## src/rtl/board_pkg.sv

```systemverilog
// Shared constants for the board shift engine: direction encodings,
// default board geometry and the engine state encoding.
package board_pkg;

  localparam int BOARD_ROWS = 8;
  localparam int BOARD_COLS = 4;

  localparam logic [1:0] DIR_UL = 2'b00;
  localparam logic [1:0] DIR_UR = 2'b01;
  localparam logic [1:0] DIR_DL = 2'b10;
  localparam logic [1:0] DIR_DR = 2'b11;

  typedef enum logic [1:0] {
    ST_IDLE  = 2'b00,
    ST_SHIFT = 2'b01,
    ST_DONE  = 2'b10
  } state_e;

endpackage

```

## src/rtl/board_step.sv

```systemverilog
// Combinational single-square diagonal shift of a board; squares with no
// source inside the board take FILL.
module board_step
  import board_pkg::*;
#(
  parameter int   ROWS = BOARD_ROWS,
  parameter int   COLS = BOARD_COLS,
  parameter logic FILL = 1'b1,
  localparam int  N    = ROWS * COLS
) (
  input  logic [1:0]   dir,
  input  logic [N-1:0] in_board,
  output logic [N-1:0] out_board
);

  // Per square, build all four candidate sources and pick one by direction.
  for (genvar r = 0; r < ROWS; r++) begin : g_row
    for (genvar c = 0; c < COLS; c++) begin : g_col
      logic [3:0] cand_s;

      if (r < ROWS - 1 && c < COLS - 1) begin : g_ul
        assign cand_s[DIR_UL] = in_board[(r + 1) * COLS + c];
      end else begin : g_ul_fill
        assign cand_s[DIR_UL] = FILL;
      end

      if (r < ROWS - 1 && c > 0) begin : g_ur
        assign cand_s[DIR_UR] = in_board[(r + 1) * COLS + c - 1];
      end else begin : g_ur_fill
        assign cand_s[DIR_UR] = FILL;
      end

      if (r > 0 && c < COLS - 1) begin : g_dl
        assign cand_s[DIR_DL] = in_board[(r - 1) * COLS + c];
      end else begin : g_dl_fill
        assign cand_s[DIR_DL] = FILL;
      end

      if (r > 0 && c > 0) begin : g_dr
        assign cand_s[DIR_DR] = in_board[(r - 1) * COLS + c - 1];
      end else begin : g_dr_fill
        assign cand_s[DIR_DR] = FILL;
      end

      assign out_board[r * COLS + c] = cand_s[dir];
    end
  end

endmodule

```

## src/rtl/board_shift_engine.sv

```systemverilog
// Multi-step board shifter with valid/ready handshakes and flush abort.
// Optional OR-accumulator of intermediate boards: BOARD_SHIFT_ACCUM_EN.
module board_shift_engine
  import board_pkg::*;
#(
  parameter int   ROWS      = BOARD_ROWS,
  parameter int   COLS      = BOARD_COLS,
  parameter logic FILL      = 1'b1,
  parameter int   MAX_STEPS = 7,
  localparam int  N         = ROWS * COLS,
  localparam int  SW        = $clog2(MAX_STEPS + 1)
) (
  input  logic          clock,
  input  logic          reset_n,
  input  logic          in_valid,
  output logic          in_ready,
  input  logic [N-1:0]  in_board,
  input  logic [1:0]    in_dir,
  input  logic [SW-1:0] in_steps,
  input  logic          flush,
  output logic          out_valid,
  input  logic          out_ready,
  output logic [N-1:0]  out_board,
  output logic [N-1:0]  out_accum,
  output logic          busy
);

  state_e        state_r, state_nx_s;
  logic [N-1:0]  board_r, step_s;
  logic [1:0]    dir_r;
  logic [SW-1:0] count_r, k_s;
  logic          in_ready_r, out_valid_r, busy_r;
  logic          accept_s, shift_s;

  assign k_s      = (in_steps > SW'(MAX_STEPS)) ? SW'(MAX_STEPS) : in_steps;
  assign accept_s = in_valid && in_ready_r && !flush;
  assign shift_s  = (state_r == ST_SHIFT) && !flush;

  board_step #(
    .ROWS (ROWS),
    .COLS (COLS),
    .FILL (FILL)
  ) u_step (
    .dir       (dir_r),
    .in_board  (board_r),
    .out_board (step_s)
  );

  // Next-state logic; flush wins over both acceptance and the output handshake.
  always_comb begin
    state_nx_s = state_r;
    case (state_r)
      ST_IDLE: begin
        if (flush) begin
          state_nx_s = ST_IDLE;
        end else if (in_valid) begin
          state_nx_s = (k_s != SW'(0)) ? ST_SHIFT : ST_DONE;
        end else begin
          state_nx_s = ST_IDLE;
        end
      end
      ST_SHIFT: begin
        if (flush) begin
          state_nx_s = ST_IDLE;
        end else if (count_r == SW'(1)) begin
          state_nx_s = ST_DONE;
        end else begin
          state_nx_s = ST_SHIFT;
        end
      end
      ST_DONE: begin
        if (flush || out_ready) begin
          state_nx_s = ST_IDLE;
        end else begin
          state_nx_s = ST_DONE;
        end
      end
      default: state_nx_s = ST_IDLE;
    endcase
  end

  // State register with handshake flags registered from the next state.
  always_ff @(posedge clock or negedge reset_n) begin
    if (!reset_n) begin
      state_r     <= ST_IDLE;
      in_ready_r  <= 1'b1;
      out_valid_r <= 1'b0;
      busy_r      <= 1'b0;
    end else begin
      state_r     <= state_nx_s;
      in_ready_r  <= (state_nx_s == ST_IDLE);
      out_valid_r <= (state_nx_s == ST_DONE);
      busy_r      <= (state_nx_s != ST_IDLE);
    end
  end

  // Request latch and one shift step per SHIFT cycle; a flush freezes the board.
  always_ff @(posedge clock or negedge reset_n) begin
    if (!reset_n) begin
      board_r <= {N{1'b0}};
      dir_r   <= DIR_UL;
      count_r <= {SW{1'b0}};
    end else if (accept_s) begin
      board_r <= in_board;
      dir_r   <= in_dir;
      count_r <= k_s;
    end else if (shift_s) begin
      board_r <= step_s;
      count_r <= count_r - SW'(1);
    end
  end

`ifdef BOARD_SHIFT_ACCUM_EN
  logic [N-1:0] accum_r;

  // OR of every board produced by a step since the request was accepted.
  always_ff @(posedge clock or negedge reset_n) begin
    if (!reset_n) begin
      accum_r <= {N{1'b0}};
    end else if (accept_s) begin
      accum_r <= {N{1'b0}};
    end else if (shift_s) begin
      accum_r <= accum_r | step_s;
    end
  end

  assign out_accum = accum_r;
`else
  assign out_accum = {N{1'b0}};
`endif

  assign in_ready  = in_ready_r;
  assign out_valid = out_valid_r;
  assign busy      = busy_r;
  assign out_board = board_r;

endmodule

```

## config.mk

```make
export PLATFORM = sky130hd
export DESIGN_NAME = board_shift_engine
export DESIGN_NICKNAME = d
export VERILOG_FILES = /design/src/rtl/board_pkg.sv /design/src/rtl/board_step.sv /design/src/rtl/board_shift_engine.sv
export SDC_FILE = /design/constraint.sdc
export NUM_CORES = 1
export LEC_CHECK = 0
export CAP_MARGIN = 20
export CORE_UTILIZATION = 36
export CTS_CLUSTER_SIZE = 28
export DETAILED_ROUTE_END_ITERATION = 6
export PLACE_DENSITY = 0.69
export SKIP_LAST_GASP = 1
export SLEW_MARGIN = 20
export SYNTH_ARGS = -nofsm -noshare
export SYNTH_HDL_FRONTEND = slang
export SYNTH_SLANG_ARGS = --single-unit
```

## constraint.sdc

```tcl
create_clock -name clock -period 2.2 [get_ports clock]
set_clock_uncertainty 0.1 [all_clocks]
set_input_delay 0.44 -clock clock [delete_from_list [all_inputs] [get_ports clock]]
set_output_delay 0.44 -clock clock [all_outputs]
set_load 0.1 [all_outputs]
```

# == After elaboration in Yosys (flattened, before gate mapping) ==
# Index checks and enable logic that the tools add are counted.
# word_totals
output_inout_bits,67
reg_bits,42
# op_classes
eq_ne,4
n_mux,76
reduce_logical,10
n_addsub,1
order_cmp,2
# ops
op,n
1-bit binary-select mux with 2-bit select,32
32-bit 2-to-1 mux,2
1-bit 2-to-1 mux,32
2-bit 2-to-1 mux,6
3-bit 2-to-1 mux,3
2-bit one-hot mux with 3 select lines,1
2-bit equality test (second input constant),2
2-bit zero test,2
2-bit nonzero test,2
3-bit by 1-bit equality test with 1-bit output (second input constant),1
3-bit > comparator (second input constant),1
1-bit logical AND,3
2-bit by 3-bit less-than comparator with 1-bit output (second input constant),1
3-bit nonzero test,1
3-bit by 1-bit subtractor with 3-bit output (second input constant),1
2-bit by 1-bit equality test with 1-bit output (second input constant),1
1-bit zero test,1
1-bit logical OR,1

# == Depth between registers and ports, before layout ==
# Gate-level depths: netlist of run 1.
# logic_depth
word_depth,8
depth_mapped,7
mapped_depth_nobuf,6

# == Modules after synthesis ==
# A second synthesis of run 1 with hierarchy kept.
# hier_totals
hier_cells,255
area_unflattened_um2,2771.4
# modules_own_cells
mod,area_per_inst_um2,n_inst,cells_each,seq_area_each_um2
board_shift_engine,2177.1,1,192,1052.3
board_step,594.3,1,63,0.0

# == Least setup slack after synthesis of run 1 ==
# OpenSTA, ideal clock, no wires.
# synth_timing
kind,flip-flop to flip-flop
from,reg in_ready_r (netlist: in_ready)
to,reg dir_r[1]
path_buffers,2
slack_ps,338
setup_time_ps,136
t_arrival_ps,1625
required_time_ps,1964
stages_incl_launch_ff,5
path_cell_list,dfstp_2 -> and2_1 -> buf_2 -> buf_1 -> o21ai_0
# synth_between
elab_chain_cells,2
# synth_rtl
element,line,text
from (decl),board_shift_engine.sv:32,"logic in_ready_r, out_valid_r, busy_r;"
from (signal assigned),board_shift_engine.sv:91,in_ready_r <= (state_nx_s == ST_IDLE);
1-bit logical AND (2 in series),board_shift_engine.sv:36,assign accept_s = in_valid && in_ready_r && !flush;
to (signal assigned),board_shift_engine.sv:105,dir_r <= in_dir;
to (decl),board_shift_engine.sv:30,logic [1:0] dir_r;
# Every way passes these cells.
# A chain may end at the register's enable or synchronous reset.

# == Worst setup path in the final report of run 1 ==
# layout_timing
from,reg dir_r[0]
to,reg board_r[9] (netlist: out_board[9])
# layout_between
elab_chain_cells,4
# layout_rtl
element,line,text
1-bit binary-select mux with 2-bit select,board_step.sv:45,assign out_board[r * COLS + c] = cand_s[dir];
1-bit 2-to-1 mux (implied by the code),board_step.sv:45,
32-bit 2-to-1 mux,board_shift_engine.sv:107,end else if (shift_s) begin
32-bit 2-to-1 mux,board_shift_engine.sv:103,end else if (accept_s) begin
to (signal assigned),board_shift_engine.sv:100,board_r <= {N{1'b0}};
to (signal assigned),board_shift_engine.sv:104,board_r <= in_board;
to (signal assigned),board_shift_engine.sv:108,board_r <= step_s;
to (decl),board_shift_engine.sv:29,"logic [N-1:0] board_r, step_s;"
# Every way passes these cells. The select of a mux whose other input is x is not followed.

==> out/metrics.cfg, run 1 <==
[grt]
grt_pass1_vias = 2276
grt_use_total_pct = 18.9
overflow = 0
grt_pass1_wl_mm = 11.2
grt_max_degree = 40
grt_antenna_before_repair = 0

[status]
status = finished clean

[critical_path]
cp_num_buf_inv = 1
cp_data_required_time_ns = 2.28
reg2reg_from = dir_r[0]
crit_family = flip-flops
critical_path_depth = 4
worst_setup_path_start_kind = flip-flop
r2r_end = out_board[9]
r2r_cells = 4
cp_slowest_stage_delay_ns = 0.66
endpoint_kind = flip-flop
path_cells = buf_4, mux2_2, o211ai_1, a21oi_1
crit_type = flip-flop to flip-flop
cp_data_arrival_time_ns = 1.88
cpMaxStageDelayCell = dfrtp_1
path_max_fanout = 11
reg2reg_slack_ns = 0.40

[finish]
n_fill_cell = 680
antenna_cells = 0
area_delta_synth_final_pct = 29.3
fin_cells = 479
final_nets = 426
final_layout_size_suffix_gt1_share_pct = 16.2

[clock_network]
cts-resized-gates = 0
clockBufferDepth = 2
postCtsSetupBuffers = 0
numClockSinks = 42
clock_latency_ns = 0.30
htree_levels = 2
path_clk_slew_ns = 0.08
ctsRootBufferMaster = clkbuf_8
cts_made_buffers = 5
cts_hold_buf = 1
cts_tree = done

[synthesis]
syn_area_per_cell_sq_um = 8.51
synth-seq-cells = 42
synthTopCellsByArea = dfrtp_1, buf_4, mux2i_1
ys_warn_count = 0
synth-edff-count = 0
yosysSeqAreaShare_pct = 39.7
synth_cells = 311
synth_cell_types = 40
synth.top_cell.area_share_pct = 38.8
ys_async_sr_fraction_pct = 100
yosysMostFrequentCell = nand2_1
synthTopCellsByCount = nand2_1, a21oi_1, dfrtp_1
synth_top_cell_by_area = dfrtp_1
synth_flop_cell = dfrtp_1
syn_area_sq_mm = 0.00265

[min_path]
hold_depth = 2
hold_end = count_r[1]
hold_start = count_r[1]
hold_class = flip-flop to flip-flop

[sta]
rsz0062_at_grt = false
hold_viol_final = 0
min_period_over_period_pct = 81.8
fmax_mhz = 556
setup_violations = 0
finalCriticalPeriod_ns = 1.80
fin_tns_setup_ns = 0
drv_slew = 0

[place]
port_buffers = 76
finalWeightedCongestion = 0.865
place_inst = 470
hpwl_mm = 5.09

[die]
rows = 30
die_area_sq_mm = 0.00770
core_area_sq_mm = 0.00694
die_x_um = 87.8
initial_core_util_pct = 38.1
io_pins = 109
dieHeight_um = 87.8

[routing]
vias = 2367
avgViaCountPerCell = 4.94
wl_per_cell_um = 14.5
ant_nets = 0
drt-initial-drc-count = 145
firstDrtPassIters = 4
routed_wl_mm = 6.95
drc_errors = 0

[run]
drv_cap = 0

-- registers in the layout (all words and copies together), names as in the netlist --
signal	cells
dir_r	2
out_board	32
out_valid	1
busy	1
in_ready	1
state_r	2
count_r	3
-- kinds of logic after synthesis --
family / share of synthesized area [%]
compound gates: 18.5
xor+xnor: 0.662
fa+ha+maj: 0.945
buf+inv: 13.6
flops: 39.7
mux: 11.7
other cells: 0.142
simple gates: 14.7
-- cell type report --
class	instances	area, sq um	area share (%)
clock buffers	8	80.1	2.34
inverters	4	15.0	0.438
multi-input cells	241	1360	39.7
flip-flops and latches	42	1050	30.7
repair buffers	88	798	23.3
well taps	96	120	3.51
-- layout by cell type, fill, tap and decap left out, types with 2 or more instances in the layout --
master | netlist | routed
mux4_2 | 2 | 2
inv_1 | 4 | 4
o21ai_1 | 7 | 7
o22ai_1 | 7 | 7
clkbuf_1 | 11 | 3
nand3_1 | 4 | 4
dfrtp_1 | 41 | 41
conb_1 | 1 | 32
nor2_1 | 20 | 20
mux2i_1 | 23 | 23
buf_4 | 33 | 43
mux2_2 | 3 | 3
buf_12 | 0 | 3
nand2b_1 | 2 | 2
nor2b_1 | 3 | 3
clkdlybuf4s50_1 | 0 | 40
clkbuf_8 | 0 | 5
nand2_1 | 50 | 50
a21oi_1 | 43 | 43
o21ai_0 | 19 | 19
a221oi_1 | 2 | 2
ha_1 | 2 | 2
o211ai_1 | 6 | 6
-- per-layer routing --
layer,share of wire [%],wire length (um),GRT usage (%)
met1,44,3060,25.3
met2,47,3280,30.1
met3,7.4,514,5.00
met4,1.3,89,5.81
met5,0,0,0
-- how the worst max path moves through the flow --
stage	from	end
2_1_floorplan	in_ready	dir_r[1]
3_3_place_gp	flush	out_board[28]
3_5_place_dp	flush	out_board[23]
4_1_cts	dir_r[0]	out_board[9]
5_1_grt	dir_r[0]	out_board[17]
6_report	dir_r[0]	out_board[9]
-- worst reg2reg max path: stages (launching register included) --
cell and delay [ns]:
dfrtp_1 0.66, buf_4 0.28, mux2_2 0.36, o211ai_1 0.19
a21oi_1 0.09
-- metrics by stage --
step | instance area (sq um) | util (%) | setup slack, ns | hold slack, ns
after floorplan | 2760 | - | 0.338 | 0.0444
after global placement | 3330 | 48.0 | 0.155 | 0.313
after detailed placement | 3330 | 48.0 | 0.111 | 0.323
after CTS | 3420 | 49.3 | 0.388 | 0.442
after global routing | 3420 | 49.3 | 0.274 | 0.486
final | 3420 | 49.3 | 0.400 | 0.438
Power of run 1 is not shown: default switching activity piles up to over one toggle a cycle in this logic, so the estimate is an artifact.
==> inputs of run 2 (changes only) <==
==> constraint.sdc (replaced) <==
create_clock -name clock -period 1.67 [get_ports clock]
set_clock_uncertainty 0.1 [all_clocks]
set_input_delay 0.334 -clock clock [delete_from_list [all_inputs] [get_ports clock]]
set_output_delay 0.334 -clock clock [all_outputs]
set_load 0.1 [all_outputs]
==> run 2 against run 1 <==
Effect of this change:
- setup slack worse by 0.40 ns
- hold slack worse by 0.013 ns
- final area up 19%
==> out/metrics.cfg, run 2 (synthesis gave the netlist of run 1 again) <==
[status]
status = finished clean

[place]
finalWeightedCongestion = 0.830  ; -4.0%
dpl_cell_area_sq_mm = 0.00389  ; +17%
hpwl_mm = 5.26  ; +3.4%
post-place-ws_ns = -0.286  ; -0.397 ns
port_buffers = 76  ; unchanged
place_inst = 481  ; +2.3%

[critical_path]
r2r_cells = 4  ; unchanged
cp_slowest_stage_delay_ns = 0.43  ; -0.23 ns
crit_start = flush
crit_type = input port to flip-flop
cp_data_required_time_ns = 1.76  ; -0.52 ns
path_cells = clkdlybuf4s50_1, or3b_4, or4_4, o211ai_2, nand2_1
endpoint_kind = flip-flop
crit_end = out_board[28]
worst_setup_path_start_kind = input port
r2r_end = out_board[28]
reg2reg_from = state_r[1]
cp_data_arrival_time_ns = 1.76  ; -0.12 ns
cpMaxStageDelayCell = clkdlybuf4s50_1
reg2reg_slack_ns = 0.07  ; -0.33 ns
path_max_fanout = 3  ; -8

[sta]
finalCriticalPeriod_ns = 1.67
setup_violations = 0  ; unchanged
fmax_mhz = 600
drv_slew = 0  ; unchanged
hold_viol_final = 0  ; unchanged
min_period_over_period_pct = 99.7
fin_ws_ns = 0.00452  ; -0.395 ns
rsz0062_at_grt = true

[grt]
overflow = 0  ; unchanged
grt_use_total_pct = 19.1  ; +0.14 points
use_met3_pct = 4.81  ; -0.19 points
grt_pass1_wl_mm = 11.2  ; -0.18%
grt_max_degree = 35  ; -13%
grt_pass1_vias = 2242  ; -1.5%
grt_use_met2_pct = 28.5  ; -1.6 points
grtUsageMet1_pct = 27.2  ; +2.0 points
grt.busiest_layer = met2
grt_antenna_before_repair = 0  ; unchanged

[finish]
antenna_cells = 0  ; unchanged
fin_cells = 492  ; +2.7%
final_area_sq_mm = 0.00407  ; +19%
final_nets = 439  ; +3.1%
seq_area_sq_mm = 0.00107  ; +1.9%
largest_reg_flops = 32  ; unchanged
mostFrequentLayoutCells = nand2_1, a21oi_1, clkdlybuf4s50_1
final_common_cell = nand2_1
area_delta_synth_final_pct = 53.8
utilization_pct = 58.6  ; +9.3 points
multiInputGateArea_sq_mm = 0.00139  ; +2.3%
n_fill_cell = 602  ; -11%
final_layout_size_suffix_gt1_share_pct = 24.7  ; +8.6 points

[clock_network]
numClockSinks = 42  ; unchanged
htree_levels = 2  ; unchanged
clock_latency_ns = 0.30  ; about the same
cts_tree = done
ctsRootBufferMaster = clkbuf_8
clockBufferDepth = 2  ; unchanged
path_clk_slew_ns = 0.08  ; about the same
cts_made_buffers = 5  ; unchanged

[routing]
vias = 2412  ; +1.9%
ant_nets = 0  ; unchanged
firstDrtPassIters = 4  ; unchanged
wl_per_cell_um = 14.7  ; +1.5%
drt-initial-drc-count = 177  ; +22%
avgViaCountPerCell = 4.90  ; -0.79%
drc_errors = 0  ; unchanged
routed_wl_mm = 7.24  ; +4.2%

[die]
core_area_sq_mm = 0.00694  ; unchanged
initial_core_util_pct = 38.1  ; unchanged
die_x_um = 87.8  ; unchanged
rows = 30  ; unchanged
dieHeight_um = 87.8  ; unchanged
die_area_sq_mm = 0.00770  ; unchanged
io_pins = 109  ; unchanged

[min_path]
hold_class = input port to asynchronous set/reset pin

[run]
drv_cap = 0  ; unchanged

[run 2: changes by cell type in the layout (fill, tap and decap cells not counted), moves of 3 or more]
cell and delta:
buf_12 +36, clkbuf_1 -3, dfrtp_1 -13, buf_4 -28, dfrtp_2 +13, buf_6 +4
o21ai_1 +3, o21ai_0 -3
[run 2: stage by stage]
stage	hold WS (ns)	TNS, ns
floorplan	-0.0616	-0.0482
global placement	0.214	-8.53
detailed placement	0.223	-9.30
CTS	0.436	-0.00777
global route	0.474	-0.0992
finish	0.424	0
[run 2: repair_timing]
item,CTS,global route
setup buffers,0,1
hold buffers,1,0
setup endpoints to repair,1,31
pin swaps,0,1
gates cloned,0,1
resized for setup,0,16
endpoints found under the hold margin,17,0
[run 2: worst min path at each step]
stage,endpoint,slack [ns],depth (start not counted)
floorplan,busy,-0.06,0
global placement,count_r[0],0.21,1
detailed placement,count_r[0],0.22,1
CTS,state_r[1],0.44,2
global route,out_board[3],0.47,3
finish,count_r[0],0.42,2
[run 2: per-layer routing]
metal | vias to the layer above | share of wire [%]
met4 | 0 | 0.94
met1 | 1127 | 45
li1 | 1181 | -
met5 | - | 0
met3 | 7 | 6.5
met2 | 97 | 47
[run 2: layout make-up]
| cell class | instances | share of cell area [%] |
|---|---|---|
| multi-input cells | 241 | 34.1 |
| repair buffers | 101 | 33.9 |
| flip-flops and latches | 42 | 26.3 |
| well taps | 96 | 2.95 |
| clock buffers | 6 | 2.03 |
| inverters | 4 | 0.369 |
| clock inverters | 2 | 0.307 |
[run 2: critical path, delay by kind of cell]
kind | cells | cell delay [ns]
simple gates | 3 | 0.92
buf+inv | 1 | 0.43
compound gates | 1 | 0.07
Power of run 2 is left out for the same reason.
==> patch 1 (config.mk and constraints of run 2) <==
The option `BOARD_SHIFT_ACCUM_EN` is turned on by a define.
--- a/src/rtl/board_shift_engine.sv
+++ b/src/rtl/board_shift_engine.sv
@@ -1,5 +1,7 @@
 // Multi-step board shifter with valid/ready handshakes and flush abort.
 // Optional OR-accumulator of intermediate boards: BOARD_SHIFT_ACCUM_EN.
+`define BOARD_SHIFT_ACCUM_EN
+
 module board_shift_engine
   import board_pkg::*;
 #(
Behaviour: not the same (a bounded check fails within 4 cycles, from zero or initial values and one cycle with reset_n low).
==> patch 1 against run 2 <==
Wire length increased by 51%; sequential cell count up 32; count of clock-buffer cells in the layout rose by 6; setup slack gained 0.011 ns; area after synthesis increased by 35%; first-iteration DRC count rose by 19%; design area is 48% higher; critical endpoint is now count_r[2].
Power is left out: the tool's default activity adds up to more than one toggle a clock period on the data nets, which glitch-free logic cannot reach.
==> patch 1: results (changes against run 2) <==
| Metric | Value |
|---|---|
| Synth Area in Adders | 0.006993 (was 0.009452) |
| First-pass GRT wire length | 16340 um (was 11170 um) |
| Filler instances | 779 (was 602) |
| Reg2Reg Launch Point | state_r[0] (was state_r[1]) |
| Pin count of the biggest net entering global routing | 75 (was 35) |
| Total Wirelength | 10930 um (was 7240 um) |
| Crit path DAT | 1.82 ns (was 1.76 ns) |
| Synth Area per Inst | 9.368 sq um (was 8.513 sq um) |
| Port Buffers | 108 (was 76) |
| Min Hold Slack | 0.4346 ns (was 0.4244 ns) |
| Maximum clock rate | 604.3 MHz (was 600.4 MHz) |
| DP Wirelength | 7429 um (was 5259 um) |
| Vias/cell | 5.129 (was 4.902) |
| Num CTS Buffers | 9 (was 5) |
| H-tree depth | 3 (was 2) |
| Placed insts | 618 (was 481) |
| Final net count | 550 (was 439) |
| Status | completed (unchanged) |
| All-Layer GR Usage | 0.2077 (was 0.1908) |
| GR Util met2 | 0.3524 (was 0.2854) |
| Synth Area in Compound Gates | 0.1885 (was 0.1853) |
| CP Max Fanout | 18 (was 3) |
| Met1 wire length | 4542 um (was 3262 um) |
| Routed length on met2 | 5698 um (was 3436 um) |
| Metal3 WL | 517 um (was 472 um) |
| Share of layout cells above drive strength 1 | 0.3190 (was 0.2475) |
| Worst reg2reg path depth | 5 (was 4) |
| Routing usage on met1 | 0.2634 (was 0.2724) |
| GP Congestion | 0.7885 (was 0.8297) |
| Placed Area | 0.005607 sq mm (was 0.003886 sq mm) |
| DR WL/cell | 16.98 um (was 14.72 um) |
| CP endpoint | count_r[2] (was out_board[28]) |
| Worst slack, placed | -0.5755 ns (was -0.2863 ns) |
| XOR/XNOR Fraction of Synth Area | 0.004895 (was 0.006616) |
| Synth unique cells | 37 (was 40) |
| Most frequent cells after synthesis | 73 x dfrtp_1, 58 x a21oi_1, 51 x nor2_1 (was 50 x nand2_1, 43 x a21oi_1, 41 x dfrtp_1) |
| Clock network latency to the later pin of the worst-skew pair | 0.33 ns (was 0.30 ns) |
| Vias in the first global route | 3197 (was 2242) |
| 1st-pass router iterations | 4 (unchanged) |
| Worst flop-to-flop path endpoint | out_board[20] (was out_board[28]) |
| Drt first-iter violations | 211 (was 177) |
| GRT met3 Usage | 0.03106 (was 0.04807) |
| CP max-delay cell | clkdlybuf4s50_1 (unchanged) |
| Top cells by area, synth | dfrtp_1 51%, a21oi_1 8.1%, nor2_1 5.3% (was dfrtp_1 39%, buf_4 9.4%, mux2i_1 8.7%) |
| Sequential share of the synthesized area | 0.5178 (was 0.3974) |
## patch 1: changes by cell type after synthesis, moves of 11 or more
cell,delta
buf_4,-28
dfrtp_1,+32
mux2i_1,-12
nor2_1,+31
nand2_1,-12
mux2_2,+11
o21ai_0,+15
inv_1,+13
a21oi_1,+15
buf_2,+12
## patch 1: cell type report
class                   count  area [sq um]  area share
clock buffers              12         155.1     0.02577
inverters                  17         63.81     0.01060
repair buffers            142          2142      0.3559
multi-input cells         262          1539      0.2557
flip-flops and latches     74          1879      0.3122
well taps                 133         166.4     0.02765
clock inverters             4         73.82     0.01226
## patch 1: what timing repair did
item,in CTS,in global routing
gates cloned,0,3
setup buffers,2,4
pin swaps,2,3
hold buffers,1,0
setup endpoints to repair,26,40
hold endpoints to repair,73,0
resized for setup,2,12
## patch 1: worst max-delay path, delay by kind of cell
family	cells	cell delay (ns)
AO/OA/AOI/OAI	1	0.14
buffers and inverters	3	0.86
AND/OR/NAND/NOR	2	0.35
XOR/XNOR	1	0.14
==> patch 2 (config.mk and constraints of run 2) <==
Without the edit above. The 3 states of `state_e` get a one-hot encoding in 3 bits.
--- a/src/rtl/board_pkg.sv
+++ b/src/rtl/board_pkg.sv
@@ -10,10 +10,10 @@
   localparam logic [1:0] DIR_DL = 2'b10;
   localparam logic [1:0] DIR_DR = 2'b11;
 
-  typedef enum logic [1:0] {
-    ST_IDLE  = 2'b00,
-    ST_SHIFT = 2'b01,
-    ST_DONE  = 2'b10
+  typedef enum logic [2:0] {
+    ST_IDLE  = 3'b001,
+    ST_SHIFT = 3'b010,
+    ST_DONE  = 3'b100
   } state_e;
 
 endpackage
Function: same outputs for any inputs over 10 cycles, from zero or initial values and one cycle with reset_n low; not proved beyond that.
==> patch 2 against run 2 <==
The flow now finishes with violations (setup timing); sequential cell count rose by 1; largest cell class is now non-clock buffers; wire length rose by 15%; critical endpoint is now out_board[26]; setup slack got worse by 0.049 ns; hold slack got worse by 0.013 ns; design area rose by 15%; area after synthesis rose by 3.8%.
==> patch 2: results (changes against run 2) <==
| Metric | Value |
|---|---|
| Status | finished, violations left (was completed) |
| Failing checks | setup timing |
| Reg area | 0.001107 sq mm (was 0.001072 sq mm) |
| All-Layer GR Usage | 0.2135 (was 0.1908) |
| Routing usage on met1 | 0.2943 (was 0.2724) |
| Sequential share of the synthesized area | 0.3925 (was 0.3974) |
| # setup viols final | 13 (was 0) |
| Most frequent cells after synthesis | 41 x dfrtp_1, 32 x buf_4, 16 x mux2i_1, 16 x nor2_1, 15 x nand2_1 (was 50 x nand2_1, 43 x a21oi_1, 41 x dfrtp_1) |
| Final net count | 436 (was 439) |
| Clk tree area frac | 0.01714 (was 0.02336) |
| Crit path DAT | 1.80 ns (was 1.76 ns) |
| Pin count of the biggest net entering global routing | 44 (was 35) |
| GRT met3 Usage | 0.03970 (was 0.04807) |
| DP Wirelength | 5834 um (was 5259 um) |
| Hold/Removal Path Class | in -> reg (was in -> async) |
| GR Util met2 | 0.3407 (was 0.2854) |
| Seq_cells | 43 (was 42) |
| Drt first-iter violations | 221 (was 177) |
| Top cells by area, synth | dfrtp_1 37%, buf_4 8.7%, mux4_2 6.6% (was dfrtp_1 39%, buf_4 9.4%, mux2i_1 8.7%) |
| Multi-input logic portion of the cell area | 0.3537 (was 0.3414) |
| Die X | 89.37 um (was 87.76 um) |
| First-pass GRT wire length | 12790 um (was 11170 um) |
| Multi-input logic area | 0.001653 sq mm (was 0.001390 sq mm) |
| Multi-input gates | 205 (was 241) |
| Non-CTS inverters | 3 (was 4) |
| Worst slack, placed | -0.4221 ns (was -0.2863 ns) |
| Non-CTS buffers | 134 (was 101) |
| DR WL/cell | 16.92 um (was 14.72 um) |
| Vias in the first global route | 2530 (was 2242) |
| Synth Area in Compound Gates | 0.1598 (was 0.1853) |
| Final WS setup | -0.04480 ns (was 0.004518 ns) |
| Synth unique cells | 39 (was 40) |
| Filler instances | 562 (was 602) |
-- patch 2: logic make-up (layout without fill, tap and decap cells) --
group	after synthesis	after routing
multiplexers	24	24
adder cells (fa/ha/maj)	2	2
AO/OA/AOI/OAI	56	56
XOR/XNOR	1	1
AND/OR/NAND/NOR	89	90
buffers and inverters	59	145
other	1	32
flip-flops	43	43
-- patch 2: timing repair --
| item | in CTS | in global routing |
|---|---|---|
| cloned | 1 | 0 |
| setup endpoints to repair | 34 | 36 |
| pin swaps | 3 | 9 |
| endpoints found under the hold margin | 41 | 0 |
| gates resized for setup | 6 | 42 |
| buffers inserted | 2 | 4 |
| hold buffers | 1 | 0 |
-- patch 2: critical path, cell delays in order, from the launching register on --
cell     delay [ns]
dfstp_4        0.47
and3b_2        0.23
buf_12         0.14
buf_8          0.13
buf_6          0.11
buf_6          0.10
a221o_1        0.30
-- patch 2: path summary, 6_finish.rpt --
path,from,endpoint,slack (ns),depth (start not counted)
worst max register to register,in_ready,out_board[26],-0.04,6
max in group asynchronous,reset_n,state_r[0],0.75,3
worst min-delay path,flush,busy,0.41,3
worst max-delay path,in_ready,out_board[26],-0.04,6
worst min register to register,count_r[1],count_r[1],0.45,2
min in group asynchronous,reset_n,busy,0.44,3
-- patch 2: stage by stage --
| step | cells | setup TNS [ns] |
|---|---|---|
| 6_report | 492 | -0.2226 |
| 4_1_cts | 488 | -0.1092 |
| 3_5_place_dp | 476 | -14.15 |
| 2_1_floorplan | 306 | -2.774 |
| 3_3_place_gp | 476 | -13.13 |
| 5_1_grt | 492 | -1.000 |
-- patch 2: per-layer routing --
metal / share of wire / vias to the layer above
met2: 0.48 / 112
met4: 0.015 / 0
met5: 0 / -
li1: - / 1196
met3: 0.065 / 9
met1: 0.44 / 1296
